$ cat src/rtl/sm4_request_arbiter.sv
// Round-robin front end sharing one sm4_encryptor core among NUM_REQ requesters.
// In-order tag FIFO routes results to their owners; flush drains then invalidates the key cache.
module sm4_request_arbiter #(
   parameter int NUM_REQ   = 4,
   parameter int OUT_DEPTH = 4
) (
   input  logic                           clk_i,
   input  logic                           reset_n_i,
   input  logic [NUM_REQ*128-1:0]         req_content_i,
   input  logic [NUM_REQ*128-1:0]         req_key_i,
   input  logic [NUM_REQ-1:0]             req_encode_or_decode_i,
   input  logic [NUM_REQ-1:0]             req_v_i,
   output logic [NUM_REQ-1:0]             req_ready_o,
   output logic [127:0]                   resp_crypt_o,
   output logic [NUM_REQ-1:0]             resp_v_o,
   input  logic [NUM_REQ-1:0]             resp_yumi_i,
   input  logic                           flush_req_i,
   output logic                           flush_done_o,
   output logic [127:0]                   core_content_o,
   output logic [127:0]                   core_key_o,
   output logic                           core_encode_or_decode_o,
   output logic                           core_v_o,
   input  logic                           core_ready_i,
   input  logic [127:0]                   core_crypt_i,
   input  logic                           core_v_i,
   output logic                           core_yumi_o,
   output logic                           core_invalid_cache_o,
   output logic [$clog2(OUT_DEPTH+1)-1:0] outstanding_o
);

   localparam int RW = (NUM_REQ > 1) ? $clog2(NUM_REQ) : 1;
   localparam int PW = (OUT_DEPTH > 1) ? $clog2(OUT_DEPTH) : 1;
   localparam int CW = $clog2(OUT_DEPTH+1);

   typedef enum logic [1:0] {RUN, DRAIN, INVAL} state_e;

   state_e                       state_q, state_d;
   logic [RW-1:0]                rr_q, g, h;
   logic [OUT_DEPTH-1:0][RW-1:0] tag_q;
   logic [PW-1:0]                wr_q, rd_q;
   logic [CW-1:0]                cnt_q;
   logic                         full, empty, found, fire, pop;
   int                           idx;

   assign full  = (cnt_q == CW'(OUT_DEPTH));
   assign empty = (cnt_q == '0);
   assign h     = tag_q[rd_q];

   // first valid requester at or after the rr pointer, wrapping
   always_comb begin
      g     = '0;
      found = 1'b0;
      idx   = 0;
      for (int i = 0; i < NUM_REQ; i++) begin
         idx = int'(rr_q) + i;
         if (idx >= NUM_REQ) idx = idx - NUM_REQ;
         if (!found && req_v_i[RW'(idx)]) begin
            g     = RW'(idx);
            found = 1'b1;
         end
      end
   end

   // reset_n_i gates the issue path so outputs drop asynchronously
   assign core_v_o    = reset_n_i && (state_q == RUN) && found && !full;
   assign fire        = core_v_o && core_ready_i;
   assign req_ready_o = fire ? (NUM_REQ'(1) << g) : '0;

   assign core_content_o          = core_v_o ? req_content_i[int'(g)*128 +: 128] : req_content_i[127:0];
   assign core_key_o              = core_v_o ? req_key_i[int'(g)*128 +: 128]     : req_key_i[127:0];
   assign core_encode_or_decode_o = core_v_o ? req_encode_or_decode_i[g]          : req_encode_or_decode_i[0];

   assign resp_crypt_o = core_crypt_i;
   assign resp_v_o     = (core_v_i && !empty) ? (NUM_REQ'(1) << h) : '0;
   assign core_yumi_o  = core_v_i && !empty && resp_yumi_i[h];
   assign pop          = core_yumi_o;

   always_ff @(posedge clk_i or negedge reset_n_i) begin
      if (!reset_n_i) begin
         tag_q <= '0;
         wr_q  <= '0;
         rd_q  <= '0;
         cnt_q <= '0;
         rr_q  <= '0;
      end else begin
         if (fire) begin
            tag_q[wr_q] <= g;
            wr_q        <= wr_q + PW'(1);
            rr_q        <= (g == RW'(NUM_REQ-1)) ? '0 : g + RW'(1);
         end
         if (pop) rd_q <= rd_q + PW'(1);
         case ({fire, pop})
            2'b10:   cnt_q <= cnt_q + CW'(1);
            2'b01:   cnt_q <= cnt_q - CW'(1);
            default: cnt_q <= cnt_q;
         endcase
      end
   end

   assign outstanding_o = cnt_q;

   always_ff @(posedge clk_i or negedge reset_n_i) begin
      if (!reset_n_i) state_q <= RUN;
      else            state_q <= state_d;
   end

   always_comb begin
      state_d              = state_q;
      core_invalid_cache_o = 1'b0;
      flush_done_o         = 1'b0;
      case (state_q)
         RUN:     if (flush_req_i) state_d = DRAIN;
         DRAIN:   if (cnt_q == '0 && !fire) state_d = INVAL;
         INVAL: begin
            core_invalid_cache_o = 1'b1;
            flush_done_o         = 1'b1;
            state_d              = RUN;
         end
         default: state_d = RUN;
      endcase
   end

   // a core result with no tag in flight means the core and arbiter disagree
   a_no_orphan_resp: assert property (@(posedge clk_i) disable iff (!reset_n_i) !(core_v_i && empty));

endmodule

$ cat config.mk
export PLATFORM = sky130hd
export DESIGN_NAME = sm4_request_arbiter
export DESIGN_NICKNAME = d
export VERILOG_FILES = /design/src/rtl/sm4_request_arbiter.sv
export SDC_FILE = /design/constraint.sdc
export NUM_CORES = 1
export LEC_CHECK = 0
export ABC_AREA = 0
export CAP_MARGIN = 20
export CORE_AREA = 2 2 603 605
export DETAILED_ROUTE_END_ITERATION = 6
export DIE_AREA = 0 0 605 607
export HOLD_SLACK_MARGIN = 0.12
export PLACE_DENSITY = 0.3
export SLEW_MARGIN = 30
export SYNTH_ARGS = -nofsm -noshare
export SYNTH_HDL_FRONTEND = slang
export SYNTH_SLANG_ARGS = --single-unit
$ cat constraint.sdc
create_clock -name clk_i -period 7.3 [get_ports clk_i]
set_input_delay 1.825 -clock clk_i [delete_from_list [all_inputs] [get_ports clk_i]]
set_output_delay 1.825 -clock clk_i [all_outputs]
set_load 0.03 [all_outputs]
==> flow_summary.json, run 1 <==
{
  "cell_internal_pwr_uw": 2520,
  "root_buffer": "clkbuf_16",
  "port_buffers": 1312,
  "overflow": 0,
  "max_clock_freq_ghz": 0.142,
  "cts.path.max_buffers": 2,
  "cap_violations": 0,
  "synth_seq_area_share": 0.0521,
  "slew_viol_final": 0,
  "finalCriticalPeriod_ns": 7.02,
  "skew_ns": 0.00302,
  "core_region_area_sq_um": 361000,
  "totalWireLength_um": 301000,
  "start_util": 0.0253,
  "mostFrequentLayoutCells": "clkdlybuf4s50_1, nand2_1, nand3_1, o221a_2, buf_4",
  "synth_area_sq_um": 9130,
  "gp_congestion": 0.989,
  "post-route-period-util": 0.962,
  "die_area_sq_um": 367000,
  "synth_edf_count": 0,
  "setup_ws_ns": 0.276,
  "end_kind": "output pin",
  "grt_max_degree": 98,
  "arrival_ns": 5.20,
  "pwr-share-clk": 0.020,
  "p_sw_uw": 3510,
  "async_flop_share": 1.00,
  "avgSynthCellArea_sq_um": 6.47,
  "crit_fanout": 20,
  "violations": "DRC",
  "wl_per_cell_um": 40.3,
  "setup_viol": 0,
  "seq_power_share": 0.037,
  "tns_ns": 0,
  "relSlewSlack": 0.518,
  "required_ns": 5.48,
  "viasPerCell": 2.59,
  "die_height_um": 607,
  "mostFrequentLayoutCell": "clkdlybuf4s50_1",
  "first_global_vias": 18100,
  "drc": 15,
  "reg2reg_slack_ns": 4.05,
  "hp-class": "register to register",
  "vias": 19300,
  "cts_htree_levels": 1,
  "crit_path_start_kind": "input port",
  "ir_drop_mv": 0.0898,
  "timing_worst_slew_pin_value_ns": 0.724,
  "layout.nets": 3766,
  "antenna_found_initial": 352,
  "synth_ff_type": "dfrtp_1",
  "combPwrFrac": 0.943,
  "cts_buffers": 3,
  "synthCells": 1411,
  "hold_viol": 0,
  "die_x_um": 605,
  "rows": 221,
  "hpwl_um": 283000,
  "syn_nets": 2590,
  "track_usage": 0.157,
  "ys_types": 43,
  "cts.sinks": 19,
  "powerDensity_nw_per_um2": 209,
  "clk_latency_ns": 0.26,
  "grt_pass1_wl_um": 342000,
  "cts_hold_buffers": 0,
  "ys_warn_count": 0,
  "sw_frac_of_total": 0.582,
  "yosys_register_bits": 19,
  "final_layout_size_suffix_gt1_frac": 0.258,
  "rsz0062_at_grt": "false",
  "drtPass1Iterations": 7,
  "cts.clk_slew.worst_paths_ns": 0.06,
  "ant_nets": 0,
  "pre_cts_slack_ns": 0.00797,
  "cts_tree": "done",
  "status": "finished with violations",
  "area_growth_pct": 217,
  "drtIter0Drc": 2060,
  "path_class": "input port to output pin",
  "fill_cells": 42300,
  "leakage_uw": 0.00926,
  "io_pins": 1569,
  "cts.repair.resized": 0
}
cells in the mapped netlist (3+ instances only):
master	n	share of area
buf_2	75	0.041
buf_8	6	0.0099
o221a_2	259	0.32
buf_1	10	0.0041
dfrtp_1	19	0.052
buf_4	134	0.11
nand2_1	523	0.21
buf_6	15	0.018
xor2_1	3	0.0029
o21ai_0	3	0.0016
xnor2_1	3	0.0029
and3_1	4	0.0027
inv_1	9	0.0037
nor2_1	8	0.0033
clkbuf_1	32	0.013
nand3_1	257	0.14
a21oi_1	3	0.0016
mux2_2	9	0.011
ha_1	9	0.012
registers in the layout, indices dropped and copies added, names as in the netlist:
register       count
wr_q               2
outstanding_o      3
tag_q              8
rr_q               2
state_q            2
rd_q               2
cell families after synthesis:
kind of cell               Yosys count  share of synthesized area
muxes                               13                     0.0182
xor gates and xnor gates             6                    0.00576
DFF                                 19                     0.0521
buffers and inverters              285                      0.206
and+or+nand+nor                    802                      0.370
AOI/OAI and AO/OA                  276                      0.334
adders and majority gates           10                     0.0145
power by group through the flow:
stage               Clock [uW]  Sequential [uW]  Combinational [uW]
finish                     120              224                5690
detailed placement           0              228                5810
floorplan                    0              209                2430
CTS                        125              227                5830
global placement             0              230                5860
global route               130              233                5960
timing repair:
item / CTS / global route
pin swaps: 1 / 0
setup buffers: 0 / 5
setup endpoints to repair: 1 / 4
endpoints found under the hold margin: 0 / 0
per-layer routing:
metal  track usage  part of all wire
met1         0.161              0.35
met2         0.253              0.45
met3         0.114              0.16
met4        0.0357             0.031
met5       0.00797            0.0061
path summary, 6_finish.rpt:
| kind | start | endpoint | cells after the start |
|---|---|---|---|
| max in group asynchronous | reset_n_i | tag_q[0] | 2 |
| min in group asynchronous | reset_n_i | rr_q[0] | 2 |
| worst min register to register | tag_q[4] | tag_q[4] | 1 |
| worst min-delay path | tag_q[4] | tag_q[4] | 1 |
| worst max-delay path | req_v_i[1] | core_content_o[126] | 11 |
| worst max register to register | rd_q[0] | outstanding_o[2] | 10 |
critical path, cell delays in order:
cell and delay [ns]:
clkdlybuf4s50_1 0.60, a21boi_0 0.35, o221a_4 0.25, buf_12 0.15, buf_4 0.37, buf_4 0.30
nand2_1 0.42, nand3_1 0.31, buf_4 0.19, o221a_2 0.19, buf_4 0.15
area by class of cell:
class	count	area, sq um	area share
antenna	92	230	0.00795
clock buffer	3	75.1	0.00259
clock inverter	1	5.00	0.000173
inverter	11	48.8	0.00169
multi-input combinational	1107	6800	0.235
sequential	19	475	0.0164
tap	4794	6000	0.207
timing repair buffer	1445	15300	0.529
stage by stage:
stage	area, sq um	cells	utilization	hold slack (ns)	total power (uW)
3_3_place_gp	28600	7371	0.0792	0.490	6090
4_1_cts	28700	7375	0.0795	0.512	6180
5_1_grt	28800	7411	0.0798	0.525	6320
6_report	29000	7472	0.0802	0.509	6040
3_5_place_dp	28600	7371	0.0792	0.493	6040
2_1_floorplan	9130	1411	-	0.426	2640
(Power assumes the default switching activity.)
==> run 2, diff against run 1 <==
--- a/config.mk
+++ b/config.mk
@@ -12,6 +12,7 @@
 export DIE_AREA = 0 0 605 607
 export HOLD_SLACK_MARGIN = 0.12
 export PLACE_DENSITY = 0.3
+export REMOVE_ABC_BUFFERS = 1
 export SLEW_MARGIN = 30
 export SYNTH_ARGS = -nofsm -noshare
 export SYNTH_HDL_FRONTEND = slang
==> run 2 against run 1 <==
Net effect: the run now ends clean; routed wire length hardly changed; maximum frequency down 1.8%; count of clock-buffer cells in the layout unchanged; critical path depth down 2; die area is the same; worst setup slack worse by 0.13 ns; first-iteration DRC count down 3.7%; flip-flop and latch count did not move; hold slack worse by 0.0019 ns; total power rose by 0.33%; global-route usage is essentially flat.
==> flow_summary.json, run 2 (synthesis gave the netlist of run 1 again) <==
{
  "hold_viol": 0,
  "drtIter0Drc": 1983,
  "core_region_area_sq_um": 361000,
  "final_layout_size_suffix_gt1_frac": 0.246,
  "antenna_found_initial": 261,
  "cts.path.max_buffers": 2,
  "reg2reg_slack_ns": 4.08,
  "cts_htree_levels": 1,
  "timing_worst_slew_pin_value_ns": 0.621,
  "port_buffers": 1312,
  "cts.sinks": 19,
  "ff2ff_path_depth": 10,
  "clk_latency_ns": 0.26,
  "arrival_ns": 5.33,
  "required_ns": 5.48,
  "crit_fanout": 49,
  "holdCritStartpoint": "tag_q[6]",
  "ant_nets": 0,
  "end_kind": "output pin",
  "status": "complete, no violations",
  "cell_internal_pwr_uw": 2470,
  "fin_util": 0.0791,
  "vias": 18900,
  "combPwrFrac": 0.943,
  "final_cells": 7404,
  "grt_max_degree": 66,
  "die_x_um": 605,
  "worstHoldEndpoint": "tag_q[6]",
  "pwr-share-clk": 0.020,
  "slew_viol_final": 0,
  "start_util": 0.0253,
  "r2r-start": "rd_q[0]",
  "wl_per_cell_um": 40.7,
  "drc": 0,
  "cts_tree": "done",
  "post_cts_buffers": 0,
  "whs_path_depth": 1,
  "mostFrequentLayoutCells": "clkdlybuf4s50_1, nand2_1, nand3_1, o221a_2, buf_4",
  "cts_buffers": 3,
  "rr_endpoint": "outstanding_o[2]",
  "skew_ns": 0.00446,
  "first_global_vias": 17800,
  "rsz0062_at_grt": "false",
  "powerDensity_nw_per_um2": 212,
  "grt_pass1_wl_um": 341000,
  "regMostFlops": "tag_q",
  "fill_cells": 42300,
  "mostFrequentLayoutCell": "clkdlybuf4s50_1",
  "overflow": 0,
  "sw_frac_of_total": 0.592,
  "gp_congestion": 1.00,
  "track_usage": 0.156,
  "max_clock_freq_ghz": 0.140,
  "layout.nets": 3744,
  "place_area_sq_um": 28400,
  "rows": 221,
  "die_height_um": 607,
  "drtPass1Iterations": 5,
  "cts.repair.resized": 0,
  "p_sw_uw": 3590,
  "area_growth_pct": 213,
  "finalInstanceArea_sq_um": 28600,
  "ir_drop_mv": 0.142,
  "leakage_uw": 0.00908,
  "cap_violations": 0,
  "hpwl_um": 277000,
  "io_pins": 1569,
  "crit_path_start_kind": "input port",
  "hp-class": "register to register",
  "cts.clk_slew.worst_paths_ns": 0.07,
  "path_class": "input port to output pin",
  "viasPerCell": 2.56,
  "place_inst": 7354,
  "die_area_sq_um": 367000,
  "seq_power_share": 0.037,
  "finalCriticalPeriod_ns": 7.15,
  "setup_viol": 0,
  "relSlewSlack": 0.582,
  "root_buffer": "clkbuf_16",
  "cts_hold_buffers": 0,
  "largest_reg_flops": 8,
  "totalWireLength_um": 301000,
  "post-route-period-util": 0.980
}
==> run 2: cell count changes in the layout (fill, tap and decap cells not counted), sizes merged <==
cell	previous run	this run
buf	388	349
clkdlybuf4s50	1057	1074
clkinvlp	0	1
clkinv	1	0
diode	92	46
==> run 2: layout make-up <==
cell class                      instances  area, sq um  share of cell area
Timing Repair Buffer                 1423        15000               0.526
Multi-Input combinational cell       1107         6810               0.238
Tap cell                             4794         6000               0.210
Sequential cell                        19          475              0.0167
Antenna cell                           46          115             0.00403
Clock buffer                            3         75.1             0.00263
Inverter                               11         48.8             0.00171
Clock inverter                          1         7.51            0.000263
==> run 2: worst max path at each step <==
stage | startpoint | end | cells after the start
3_5_place_dp | req_v_i[1] | core_content_o[89] | 9
6_report | req_v_i[1] | core_content_o[89] | 9
4_1_cts | req_v_i[1] | core_content_o[89] | 9
5_1_grt | req_v_i[1] | core_content_o[89] | 9
2_1_floorplan | req_v_i[1] | core_content_o[0] | 4
3_3_place_gp | req_v_i[1] | core_content_o[89] | 9
==> run 2: per-stage QoR <==
stage	setup TNS (ns)	setup WS (ns)	hold WS, ns	power, uW
after global placement	-0.00885	-0.00885	0.484	6150
after floorplan	-1750.14	-6.77	0.426	2490
after detailed placement	0	0.0396	0.492	6110
after global routing	0	0.00272	0.527	6330
after CTS	0	0.0287	0.507	6250
final	0	0.147	0.507	6060
==> run 2: power by group through the flow <==
stage	Combinational [uW]	Clock [uW]	Sequential (uW)
floorplan	2280	0	213
global placement	5930	0	221
detailed placement	5880	0	223
CTS	5900	123	222
global route	5970	128	229
finish	5710	122	223
==> run 2: per-layer routing <==
layer / GRT usage / vias up / wire length (um)
li1: - / 7419 / -
met5: 0.0323 / - / 2780
met1: 0.181 / 9317 / 119000
met4: 0.0160 / 182 / 5800
met2: 0.233 / 1547 / 126000
met3: 0.115 / 476 / 48100
==> run 2: worst max-delay path, cell delays in order <==
cell,delay (ns)
clkdlybuf4s50_1,0.56
a21o_1,0.22
a21oi_1,0.23
o22a_1,0.51
o21a_4,0.34
buf_12,0.28
buf_4,0.56
o221a_2,0.43
buf_4,0.22
